**src/rtl/if_fetch_pkg.sv**
```systemverilog
// if_fetch_pkg: shared opcodes, constant words, fetch FSM states and immediate decoders for the fetch stage
package if_fetch_pkg;
    localparam int INST_ADDR_W = 32;
    localparam int INST_W      = 32;
    localparam logic [6:0] OPC_BRANCH = 7'b1100011;
    localparam logic [6:0] OPC_JAL    = 7'b1101111;
    localparam logic [INST_W-1:0] ZERO_WORD = 32'h0;
    localparam logic [INST_W-1:0] NOP_INST  = 32'h0;
    localparam logic TRUE  = 1'b1;
    localparam logic FALSE = 1'b0;
    typedef enum logic [1:0] {S_IDLE, S_WAIT, S_HOLD} fetch_state_t;
    function automatic logic [INST_ADDR_W-1:0] j_imm(input logic [INST_W-1:0] i);
        return {{11{i[31]}}, i[31], i[19:12], i[20], i[30:21], 1'b0};
    endfunction
    function automatic logic [INST_ADDR_W-1:0] b_imm(input logic [INST_W-1:0] i);
        return {{19{i[31]}}, i[31], i[7], i[30:25], i[11:8], 1'b0};
    endfunction
endpackage

```
**src/rtl/if_bht.sv**
```systemverilog
// if_bht: branch history table of 2-bit saturating counters, one read port and one update port
//  clk, rst_n   clock, async active-low reset (counters reset to weakly not-taken)
//  rd_idx       lookup index; rd_taken = MSB of the counter (read sees pre-update value)
//  upd_en       apply an update this cycle at upd_idx with outcome upd_taken
module if_bht import if_fetch_pkg::*; #(
    parameter int ENTRIES = 128
) (
    input  logic                       clk,
    input  logic                       rst_n,
    input  logic [$clog2(ENTRIES)-1:0] rd_idx,
    output logic                       rd_taken,
    input  logic                       upd_en,
    input  logic [$clog2(ENTRIES)-1:0] upd_idx,
    input  logic                       upd_taken
);
    logic [1:0] ctr [ENTRIES];
    logic [1:0] cur;
    assign rd_taken = ctr[rd_idx][1];
    assign cur = ctr[upd_idx];
    always_ff @(posedge clk or negedge rst_n) begin
        if (!rst_n) begin
            for (int i = 0; i < ENTRIES; i++) ctr[i] <= 2'b01;
        end else if (upd_en) begin
            ctr[upd_idx] <= upd_taken ? (cur == 2'b11 ? cur : cur + 2'd1)
                                      : (cur == 2'b00 ? cur : cur - 2'd1);
        end
    end
endmodule

```
**src/rtl/if_fetch.sv**
```systemverilog
// if_fetch: instruction fetch stage with direct-mapped I-cache, static JAL / BHT branch prediction
//  clk, rst_n          clock, async active-low reset
//  rdy                 global ready, low freezes all state
//  stall_i             hold pc and IF/ID outputs
//  jump_i/jump_addr_i  EX redirect (highest priority)
//  bht_upd_*           resolved conditional branch outcome for the BHT
//  mem_req_o/addr_o    miss request to memory controller, held until mem_done_i
//  mem_done_i/inst_i   one-cycle fill response
//  pc_o/inst_o/taken_o IF/ID outputs; inst_o = 0 is a bubble
module if_fetch import if_fetch_pkg::*; #(
    parameter int ICACHE_ENTRIES = 64,
    parameter int BHT_ENTRIES    = 128,
    parameter logic [31:0] RESET_PC = 32'h0
) (
    input  logic        clk,
    input  logic        rst_n,
    input  logic        rdy,
    input  logic        stall_i,
    input  logic        jump_i,
    input  logic [31:0] jump_addr_i,
    input  logic        bht_upd_i,
    input  logic [31:0] bht_upd_pc_i,
    input  logic        bht_upd_taken_i,
    output logic        mem_req_o,
    output logic [31:0] mem_addr_o,
    input  logic        mem_done_i,
    input  logic [31:0] mem_inst_i,
    output logic [31:0] pc_o,
    output logic [31:0] inst_o,
    output logic        taken_o
);
    localparam int CI = $clog2(ICACHE_ENTRIES);
    localparam int BI = $clog2(BHT_ENTRIES);
    localparam int TW = INST_ADDR_W - CI - 2;

    fetch_state_t state, state_nxt;
    logic [31:0] pc, pc_nxt, hold_data, hold_nxt, addr_nxt, pco_nxt, insto_nxt;
    logic discard, discard_nxt, req_nxt, tko_nxt, fill, emit;
    logic [ICACHE_ENTRIES-1:0] c_valid;
    logic [TW-1:0] c_tag [ICACHE_ENTRIES];
    logic [INST_W-1:0] c_data [ICACHE_ENTRIES];
    logic [CI-1:0] idx, fill_idx;
    logic hit, bht_taken, is_jal, is_brt, pred_taken;
    logic [31:0] fw, pred_pc;
    logic unused_bits;

    assign idx = pc[CI+1:2];
    assign fill_idx = mem_addr_o[CI+1:2];
    assign hit = c_valid[idx] && c_tag[idx] == pc[31:CI+2];
    // the word being emitted comes from the fill bus in WAIT, the holding reg in HOLD, else the cache
    assign fw = state == S_WAIT ? mem_inst_i : state == S_HOLD ? hold_data : c_data[idx];
    assign is_jal = fw[6:0] == OPC_JAL;
    assign is_brt = fw[6:0] == OPC_BRANCH && bht_taken;
    assign pred_taken = is_jal || is_brt;
    assign pred_pc = pc + (is_jal ? j_imm(fw) : is_brt ? b_imm(fw) : 32'd4);
    assign unused_bits = ^{bht_upd_pc_i[31:BI+2], bht_upd_pc_i[1:0]};

    if_bht #(.ENTRIES(BHT_ENTRIES)) u_bht (
        .clk      (clk),
        .rst_n    (rst_n),
        .rd_idx   (pc[BI+1:2]),
        .rd_taken (bht_taken),
        .upd_en   (rdy && bht_upd_i),
        .upd_idx  (bht_upd_pc_i[BI+1:2]),
        .upd_taken(bht_upd_taken_i)
    );

    always_comb begin
        state_nxt = state;
        pc_nxt = pc;
        discard_nxt = discard;
        hold_nxt = hold_data;
        req_nxt = mem_req_o;
        addr_nxt = mem_addr_o;
        pco_nxt = pc_o;
        insto_nxt = inst_o;
        tko_nxt = taken_o;
        fill = FALSE;
        emit = FALSE;
        if (rdy) begin
            case (state)
                S_IDLE: if (!jump_i) begin
                    if (hit) begin
                        emit = !stall_i;
                    end else begin
                        // a miss launches even under stall so the fill overlaps the stall
                        req_nxt = TRUE;
                        addr_nxt = pc;
                        discard_nxt = FALSE;
                        state_nxt = S_WAIT;
                    end
                end
                S_WAIT: if (mem_done_i) begin
                    fill = TRUE;
                    req_nxt = FALSE;
                    discard_nxt = FALSE;
                    state_nxt = S_IDLE;
                    if (!jump_i && !discard) begin
                        if (stall_i) begin
                            hold_nxt = mem_inst_i;
                            state_nxt = S_HOLD;
                        end else begin
                            emit = TRUE;
                        end
                    end
                end else if (jump_i) begin
                    // the controller cannot abort, so remember to drop the word when it lands
                    discard_nxt = TRUE;
                end
                S_HOLD: if (jump_i) begin
                    state_nxt = S_IDLE;
                end else if (!stall_i) begin
                    emit = TRUE;
                    state_nxt = S_IDLE;
                end
                default: state_nxt = S_IDLE;
            endcase
            pc_nxt = jump_i ? jump_addr_i : emit ? pred_pc : pc;
            if (emit) begin
                pco_nxt = pc;
                insto_nxt = fw;
                tko_nxt = pred_taken;
            end else if (jump_i || !stall_i) begin
                // nothing to hand over: send a bubble so ID never re-executes the last word
                pco_nxt = ZERO_WORD;
                insto_nxt = NOP_INST;
                tko_nxt = FALSE;
            end
        end
    end

    always_ff @(posedge clk or negedge rst_n) begin
        if (!rst_n) begin
            state <= S_IDLE;
            pc <= RESET_PC;
            discard <= FALSE;
            hold_data <= ZERO_WORD;
            mem_req_o <= FALSE;
            mem_addr_o <= ZERO_WORD;
            pc_o <= ZERO_WORD;
            inst_o <= NOP_INST;
            taken_o <= FALSE;
            c_valid <= '0;
        end else begin
            state <= state_nxt;
            pc <= pc_nxt;
            discard <= discard_nxt;
            hold_data <= hold_nxt;
            mem_req_o <= req_nxt;
            mem_addr_o <= addr_nxt;
            pc_o <= pco_nxt;
            inst_o <= insto_nxt;
            taken_o <= tko_nxt;
            if (fill) c_valid[fill_idx] <= TRUE;
        end
    end

    always_ff @(posedge clk) begin
        if (fill) begin
            c_tag[fill_idx] <= mem_addr_o[31:CI+2];
            c_data[fill_idx] <= mem_inst_i;
        end
    end
endmodule

```
**config.mk**
```make
export PLATFORM = sky130hd
export DESIGN_NAME = if_fetch
export DESIGN_NICKNAME = d
export VERILOG_FILES = /design/src/rtl/if_fetch_pkg.sv /design/src/rtl/if_bht.sv /design/src/rtl/if_fetch.sv
export SDC_FILE = /design/constraint.sdc
export NUM_CORES = 2
export LEC_CHECK = 0
export CAP_MARGIN = 10
export CELL_PAD_IN_SITES_DETAIL_PLACEMENT = 1
export CELL_PAD_IN_SITES_GLOBAL_PLACEMENT = 2
export CORE_UTILIZATION = 35
export CTS_BUF_LIST = sky130_fd_sc_hd__clkbuf_8
export DETAILED_ROUTE_END_ITERATION = 16
export PLACE_DENSITY_LB_ADDON = 0.05
export SYNTH_ARGS = -nofsm -noshare
export SYNTH_HDL_FRONTEND = slang
export SYNTH_SLANG_ARGS = --single-unit
```
**constraint.sdc**
```tcl
create_clock -name clk -period 15.8 [get_ports clk]
set_input_delay 3.16 -clock clk [delete_from_list [all_inputs] [get_ports clk]]
set_output_delay 3.16 -clock clk [all_outputs]
set_load 0.01 [all_outputs]
```
==> out/results.tsv <==
metric	value	unit
status	finished, final reports clean	
Yosys cell types	91	
Clock Sinks	4069	
measured slew at the worst slew-check pin	1.341	ns
final setup margin	6.147	ns
vias per inst	5.673	
Internal	19860	uW
cell with the most instances after synthesis	edfxtp_1	
CP Launch Type	flop	
# fillers	43860	
worst hold slack	0.4620	ns
WL final	602.8	mm
Post-Place Setup Slack	6.063	ns
Layout Skew	0.07472	ns
Post-CTS Repair Setup Buffers	0	
CP Max Fanout	39	
number of CTS-inserted buffers	723	
combinational share of power	24.7	%
core area	459800	um^2
top cell type's share of synthesized area	66.55	%
PD cells	158.7	nW/um^2
worst hold path startpoint	c_valid[24]	
endpoints failing setup	0	
Row Count	249	
Clock power frac	31.1	%
Max-Cap Viols	0	
setup TNS	0	ns
layout cells sized above 1	31.14	%
Syn Area/Cell	20.43	um^2
die area	464800	um^2
Die X-Extent	681.8	um
Lkg Pwr	0.06168	uW
RD Place Congestion	0.8187	
CP startpoint	pc[3]	
Tcrit/Tclk final	61.10	%
Slew Viols, Final	0	
Nets	8838	
Arr. time, crit path	10.80	ns
Sw Ratio	32.50	%
Total GRT Usage	25.69	%
vias in the first global route	92190	
first drt pass iteration count	7	
Cells after Synth	7915	
starting density of the core	35.17	%
first-pass GRT wire length	811.9	mm
via count	87740	
Synth Cell Area	161700	um^2
hpwl dp	346.5	mm
RSZ-0062 raised after global routing	false	
post_cts resized	0	
IO Count	202	
Crit Path Class	reg -> reg	
PortBufs	176	
worst vdd ir	0.1035	mV
Post-synth EDFFs	3584	
Crit. End Element	flop	
Min Clock Period, post-route	9.653	ns
clk_lat worst skew	1.27	ns
Design Power	29420	uW
grt ovf	0	
Net Sw Power	9561	uW
CTS tree	done	
Routed Antenna Nets	0	
number of synthesis warnings	0	
Hold EP	c_valid[24]	
final hold violation count	0	
hold_buf cts	0	
relative slew slack	10.58	%
drt initial violations	9118	
Net Count, Synth	8050	
clock buffer depth	4	
flop-to-flop setup slack	6.15	ns
r2r worst-path depth	22	
area grow syn2layout	14.61	%
fraction of registers with async set or reset after synthesis	11.92	%
Seq pwr share	44.2	%
die span in y	681.8	um
Util after Layout	40.31	%
min-delay worst type	reg -> reg	
Worst R2R Start	pc[3]	
predominant post-synthesis flop cell	edfxtp_1	
# DRC	0	
cell taking the most area after synthesis	edfxtp_1	
WHS Path Cells	1	
reg2reg end	pc[31]	
CTS H-tree lvls	6	
number of synthesized register bits	4069	
Clock Root Buffer	clkbuf_8	
CTS clock-pin slew for the worst setup and hold paths	0.07	ns
pin count of the biggest net entering global routing	91	
initial antenna violation count	53	
routed wire length per instance	38.97	um
Max Freq	0.1036	GHz
main area contributors after synthesis	edfxtp_1, mux4_2, dfrtp_1	
register area share after synthesis	74.15	%
Synth top cells by count	edfxtp_1, mux4_2, dfrtp_1, mux2_2, mux2i_1	
Data required, critical path	16.95	ns
placed cells by master, fill, tap and decap left out, drive strengths merged, types with 71 or more instances in the layout:
cell	count
clkbuf	789
clkinv	167
dfrtp	357
mux4	944
a21oi	99
nand2	220
o21ai	117
nor2	265
dfstp	128
mux2i	306
or2	71
clkdlybuf4s50	142
mux2	360
a22o	84
inv	368
buf	384
edfxtp	3584
a22oi	223
power groups by stage:
stage / Combinational [uW] / Clock, uW / Sequential (uW)
6_report: 7280 / 9150 / 13000
5_1_grt: 7630 / 9840 / 13000
4_1_cts: 7390 / 9400 / 13000
3_5_place_dp: 7370 / 0 / 13200
3_3_place_gp: 7310 / 0 / 13200
2_1_floorplan: 3960 / 0 / 13200
how the worst max path moves through the flow:
stage,to
3_5_place_dp,pc[31]
6_report,pc[31]
2_1_floorplan,pc[31]
4_1_cts,pc[31]
5_1_grt,pc[31]
3_3_place_gp,pc[31]
state kept, by name (all words and copies together), names as in the netlist:
name and cells:
pc 32, hold_data 32, state 2, mem_addr_o 32, c_valid 64, taken_o 1, inst_o 32, pc_o 32
c_data 2048, c_tag 1536, mem_req_o 1, discard 1, u_bht.ctr 256
final cells by class:
| cell class | count | area [um^2] | area share, % |
|---|---|---|---|
| Antenna cell | 21 | 52.55 | 0.02835 |
| Clock buffer | 789 | 10860 | 5.859 |
| Clock inverter | 530 | 2427 | 1.310 |
| Inverter | 29 | 118.9 | 0.06413 |
| Multi-Input combinational cell | 3354 | 39770 | 21.46 |
| Sequential cell | 4069 | 120000 | 64.73 |
| Tap cell | 6149 | 7694 | 4.151 |
| Timing Repair Buffer | 526 | 4447 | 2.399 |
logic make-up after synthesis:
group	after synthesis	share of synthesized area, %
DFF	4069	74.15
muxes	1610	17.55
and+or+nand+nor	833	2.476
AOI/OAI and AO/OA	809	3.563
buffers and inverters	492	1.632
xor gates and xnor gates	69	0.3737
adders and majority gates	33	0.2569
critical path, cell delays in order, from the launching register on:
cell	delay (ns)
dfrtp_4	0.75
buf_4	0.37
buf_4	0.36
nor2b_4	0.86
buf_4	0.61
a22oi_1	0.20
a31oi_1	0.24
nand4_1	0.24
a221o_1	0.38
a222oi_1	0.69
and3_1	0.80
a21oi_1	0.23
fa_1	0.50
a211oi_1	0.26
o21bai_1	0.17
o41ai_1	0.74
and2_1	0.39
o21a_1	0.37
a211oi_1	0.17
o31ai_1	0.46
nor3b_1	0.13
a2111oi_2	0.36
nand3b_1	0.11
stage by stage:
stage	cell area [um^2]	instances
global placement	171900	14120
finish	185400	15470
global route	185300	15450
CTS	185300	15440
detailed placement	172000	14130
floorplan	161700	7915
metal layers:
metal  up-vias  track usage, %  part of all wire (%)
met5         -               0                 0.014
met4        12           7.251                   2.9
met3       760           2.979                   4.7
met2      2920           42.96                    49
li1      34550               -                     -
met1     49500           35.52                    43
Note: power is estimated with default switching activity, not from simulation.
